**src/rtl/pdm_decoder.sv**
```systemverilog
// pdm_decoder: recovers multi-bit amplitude samples from a 1-bit density-modulated stream.
// The incoming bit is synchronised, and ones are counted over windows of 2^DECIM_LOG2
// qualified bits. One sample per window is delivered over a valid/ready handshake.
//
// Ports:
//   clk           in   system clock, rising edge
//   rst           in   asynchronous active-low reset
//   data          in   1-bit stream, asynchronous to clk
//   en            in   bit strobe; the synchronised bit is counted only when en=1
//   clr           in   synchronous clear of window, sample_valid and overrun
//   sample        out  OUT_W-bit amplitude of the last completed window
//   sample_valid  out  sample holds an unconsumed value
//   sample_ready  in   consumer accepts sample when valid & ready at a clock edge
//   overrun       out  sticky flag: a completed window was dropped
module pdm_decoder #(
    parameter int unsigned DECIM_LOG2 = 8,
    parameter int unsigned OUT_W      = 8
) (
    input  logic             clk,
    input  logic             rst,
    input  logic             data,
    input  logic             en,
    input  logic             clr,
    output logic [OUT_W-1:0] sample,
    output logic             sample_valid,
    input  logic             sample_ready,
    output logic             overrun
);

    localparam int unsigned CNT_W  = DECIM_LOG2;
    localparam int unsigned ONES_W = DECIM_LOG2 + 1;

    // Last bit index of a window (R-1) and the saturation ceiling (R-1) in ones width.
    localparam logic [CNT_W-1:0]  LAST_BIT = {CNT_W{1'b1}};
    localparam logic [ONES_W-1:0] SAT_MAX  = {1'b0, {CNT_W{1'b1}}};

    logic              r_sync1;
    logic              r_sync2;
    logic [1:0]        r_prime;
    logic [CNT_W-1:0]  r_bitcnt;
    logic [ONES_W-1:0] r_ones;
    logic [OUT_W-1:0]  r_sample;
    logic              r_valid;
    logic              r_overrun;

    logic              w_qual;
    logic              w_win_end;
    logic [ONES_W-1:0] w_total;
    logic [CNT_W-1:0]  w_sat;
    logic [OUT_W-1:0]  w_sample_nxt;
    logic              w_accept;
    logic              w_load;

    // Counting is held off until the synchroniser has been filled with real stream
    // bits after reset, so the first window is made of R genuine input bits.
    assign w_qual       = en & r_prime[1];
    assign w_win_end    = w_qual & (r_bitcnt == LAST_BIT);
    assign w_total      = r_ones + ONES_W'(r_sync2);
    // An all-ones window (total == R) does not fit; clamp it to R-1.
    assign w_sat        = (w_total > SAT_MAX) ? SAT_MAX[CNT_W-1:0] : w_total[CNT_W-1:0];
    assign w_sample_nxt = w_sat[CNT_W-1 -: OUT_W];
    assign w_accept     = r_valid & sample_ready;
    assign w_load       = w_win_end & (~r_valid | sample_ready);

    // Two-flop synchroniser plus fill tracker.
    always_ff @(posedge clk or negedge rst) begin
        if (!rst) begin
            r_sync1 <= 1'b0;
            r_sync2 <= 1'b0;
            r_prime <= 2'b00;
        end else begin
            r_sync1 <= data;
            r_sync2 <= r_sync1;
            r_prime <= {r_prime[0], 1'b1};
        end
    end

    // Window counters.
    always_ff @(posedge clk or negedge rst) begin
        if (!rst) begin
            r_bitcnt <= '0;
            r_ones   <= '0;
        end else if (clr) begin
            r_bitcnt <= '0;
            r_ones   <= '0;
        end else if (w_qual) begin
            r_bitcnt <= r_bitcnt + CNT_W'(1);
            r_ones   <= w_win_end ? '0 : w_total;
        end
    end

    // Output sample register and handshake flags.
    always_ff @(posedge clk or negedge rst) begin
        if (!rst) begin
            r_sample  <= '0;
            r_valid   <= 1'b0;
            r_overrun <= 1'b0;
        end else if (clr) begin
            r_valid   <= 1'b0;
            r_overrun <= 1'b0;
        end else if (w_win_end) begin
            if (w_load) begin
                r_sample <= w_sample_nxt;
                r_valid  <= 1'b1;
            end else begin
                r_overrun <= 1'b1;
            end
        end else if (w_accept) begin
            r_valid <= 1'b0;
        end
    end

    assign sample       = r_sample;
    assign sample_valid = r_valid;
    assign overrun      = r_overrun;

endmodule

```
**config.mk**
```make
export PLATFORM = sky130hd
export DESIGN_NAME = pdm_decoder
export DESIGN_NICKNAME = d
export VERILOG_FILES = /design/src/rtl/pdm_decoder.sv
export SDC_FILE = /design/constraint.sdc
export NUM_CORES = 1
export LEC_CHECK = 0
export CORE_MARGIN = 8
export CORE_UTILIZATION = 59
export DETAILED_ROUTE_END_ITERATION = 7
export GPL_ROUTABILITY_DRIVEN = 0
export PLACE_DENSITY = 0.95
export SLEW_MARGIN = 30
export SYNTH_ARGS = -nofsm -noshare
export SYNTH_HDL_FRONTEND = slang
export SYNTH_SLANG_ARGS = --single-unit
```
**constraint.sdc**
```tcl
create_clock -name clk -period 5.2 [get_ports clk]
set_input_delay 0.78 -clock clk [delete_from_list [all_inputs] [get_ports clk]]
set_output_delay 0.78 -clock clk [all_outputs]
set_load 0.005 [all_outputs]
```
==> flow_summary.json <==
{
  "clk_pin_slew_ns": 0.09,
  "cp_cell_sequence": "clkdlybuf4s50_1, and4_4, nand3_2, nor4bb_2, a2bb2oi_1",
  "drt_first_iter_violations": 95,
  "hpwl_mm": 2.22,
  "via_count": 1117,
  "grt_pass1_vias": 1181,
  "drcViolationCount": 0,
  "die_w_um": 65.7,
  "cts_setup_buffers": 0,
  "fin_crit_sh_pct": 46.2,
  "switching_share_pct": 23.2,
  "coreArea_um2": 2410,
  "seqPwrFrac_pct": 60.3,
  "crit_arrival_ns": 2.59,
  "clkPwrFrac_pct": 34.2,
  "synth-seq-area-share_pct": 53.1,
  "synth_area_um2": 1460,
  "path_max_fanout": 7,
  "crit_slowest_cell": "nor4bb_2",
  "rsz0062_at_grt": "false",
  "hold_viol": 0,
  "status": "finished clean",
  "initial_utilization_pct": 60.6,
  "ios": 16,
  "cts_buffers": 5,
  "postRouteAntennaNets": 0,
  "multi_input_area_um2": 658,
  "synth_nets": 141,
  "grt_max_degree": 32,
  "fin_setup_tns_ns": 0,
  "antenna_found_initial": 0,
  "ys.warnings.count": 0,
  "grt_pass1_wl_mm": 5.38,
  "ctsResizeCount": 0,
  "root_buffer": "clkbuf_4",
  "placementRows": 18,
  "die_area_um2": 4320,
  "cp_num_buf_inv": 1,
  "ys_top_cells_by_area": "dfrtp_1 53%, xor2_1 4.8%, a2bb2oi_1 4.2%",
  "seq_area_um2": 776,
  "yosysUniqueCellTypes": 33,
  "io_buffers": 15,
  "combPwrFrac_pct": 5.4,
  "htree_levels": 2,
  "ys_seq_elements": 31,
  "vdd_drop_max_uv": 277,
  "routed_wl_mm": 3.27,
  "wl_per_cell_um": 18.1,
  "p_int_mw": 0.314,
  "dieHeight_um": 65.7,
  "clk_path_buf_depth": 2,
  "fin_crit_ns": 2.40,
  "syn_inst": 132,
  "hold_class": "reg -> reg",
  "drt_first_pass_iters": 4,
  "crit_type": "in -> reg",
  "drive_above_1_share_pct": 9.93,
  "final_cell_mix": "31 x dfrtp_1, 15 x clkdlybuf4s50_1, 11 x nor2_1, 9 x nand2_1",
  "n_antenna_cell": 0,
  "power.leakage_nw": 0.733,
  "drv_cap": 0,
  "slew-limit-headroom_pct": 54.6,
  "fin_skew_ns": 0.0106,
  "cts_tree": "yes",
  "postCtsHoldBufs": 0,
  "final_common_cell": "dfrtp_1",
  "areaGrowthSynthToFinish_pct": 16.2,
  "finalSetupViolations": 0,
  "crit_family": "simple AND/OR/NAND/NOR gates",
  "worstSkewPairLatency_ns": 0.33,
  "crit_path_max_incr_delay_ns": 0.64,
  "synth_area_leader_cell": "dfrtp_1",
  "tightest_slew_ns": 0.672,
  "switchingPower_mw": 0.0947,
  "power.density_nw_per_um2": 241,
  "grt_overflow": 0,
  "startpoint_type": "primary input",
  "syn_area_per_cell_um2": 11.1,
  "grt_use_total_pct": 16.7,
  "slew_violations": 0,
  "clock.fmax_mhz": 416,
  "viasPerCell": 6.17,
  "netlist.area_leader.share_pct": 53.1,
  "required_ns": 5.38,
  "fill_cells": 169,
  "p_total_mw": 0.409,
  "cts.sinks": 31,
  "nets": 160,
  "crit_path_end_kind": "flip-flop"
}
## power groups by stage
stage / clock [mW] / sequential [mW] / combinational, mW
floorplan: 0 / 0.251 / 0.00983
global placement: 0 / 0.251 / 0.0209
detailed placement: 0 / 0.251 / 0.0219
CTS: 0.145 / 0.247 / 0.0223
global route: 0.155 / 0.247 / 0.0251
finish: 0.140 / 0.247 / 0.0222
## worst register-to-register path: cells and delay by family, from the launching register on
kind,cells,cell delay [ns]
AND/OR/NAND/NOR,3,0.94
adder cells (fa/ha/maj),2,0.50
flip-flops,1,0.38
AO/OA/AOI/OAI,1,0.18
## stage by stage
| step | utilization [%] | std cells | hold slack, ns | area (um^2) | setup WS [ns] |
|---|---|---|---|---|---|
| final | 70.4 | 181 | 0.366 | 1700 | 2.80 |
| after global routing | 70.4 | 181 | 0.379 | 1700 | 2.69 |
| after CTS | 70.1 | 181 | 0.367 | 1690 | 2.55 |
| after detailed placement | 67.8 | 174 | 0.345 | 1630 | 2.21 |
| after global placement | 67.8 | 174 | 0.334 | 1630 | 2.38 |
| after floorplan | - | 132 | 0.331 | 1460 | 3.38 |
## cells in the mapped netlist
| master | n |
|---|---|
| nand3_1 | 6 |
| xnor2_1 | 5 |
| a21oi_1 | 8 |
| mux2_4 | 1 |
| xor2_1 | 8 |
| nand3_2 | 1 |
| clkbuf_1 | 1 |
| o21a_1 | 1 |
| conb_1 | 1 |
| a22o_1 | 2 |
| and4_4 | 2 |
| nand2_1 | 9 |
| inv_1 | 3 |
| and2b_1 | 1 |
| buf_4 | 1 |
| nor2_1 | 11 |
| and4_1 | 1 |
| a211oi_4 | 1 |
| nor3_4 | 1 |
| dfrtp_1 | 31 |
| buf_2 | 2 |
| o21ai_0 | 4 |
| mux2i_1 | 1 |
| a311oi_1 | 1 |
| nor4bb_1 | 1 |
| nand2b_1 | 3 |
| nor3_1 | 1 |
| a2bb2oi_1 | 7 |
| and3_1 | 3 |
| a31oi_1 | 6 |
| nand4_1 | 3 |
| a41oi_1 | 2 |
| ha_1 | 3 |
## final cells by class
cell class | instances | area share [%]
Clock buffer | 6 | 3.02
Clock inverter | 1 | 0.295
Inverter | 3 | 0.664
Sequential cell | 31 | 45.7
Multi-Input combinational cell | 94 | 38.8
Tap cell | 30 | 2.21
Timing Repair Buffer | 16 | 9.29
## final timing paths
path | start | to | slack (ns) | cells after the start
worst max register to register | r_sync2$_DFF_PN0_ | sample[5]$_DFFE_PN0P_ | 3.05 | 6
worst max-delay path | en | sample[5]$_DFFE_PN0P_ | 2.80 | 5
max in group asynchronous | rst | r_bitcnt[6]$_DFFE_PN0P_ | 4.07 | 2
worst min register to register | r_sync1$_DFF_PN0_ | r_sync2$_DFF_PN0_ | 0.37 | 0
worst min-delay path | r_sync1$_DFF_PN0_ | r_sync2$_DFF_PN0_ | 0.37 | 0
min in group asynchronous | rst | r_ones[1]$_DFFE_PN0P_ | 0.83 | 2
## routing by layer
metal	vias up	GRT usage [%]	part of all wire, %
li1	516	-	-
met1	556	17.0	38
met2	33	28.0	53
met3	12	6.29	5.3
met4	0	10.6	3.6
met5	-	0	0
## registers in the layout (all words and copies together), names as in the netlist
signal	count
overrun	1
r_bitcnt	8
r_ones	9
sample	8
r_prime	2
r_sync1	1
r_sync2	1
sample_valid	1
## logic make-up after synthesis
group | share of synthesized area, %
AND/OR/NAND/NOR | 16.5
buffers and inverters | 2.23
AO/OA/AOI/OAI | 15.8
multiplexers | 1.71
XOR/XNOR | 7.80
flip-flops | 53.1
other | 0.257
adder cells (fa/ha/maj) | 2.57
Power figures use the tool's default switching activity.
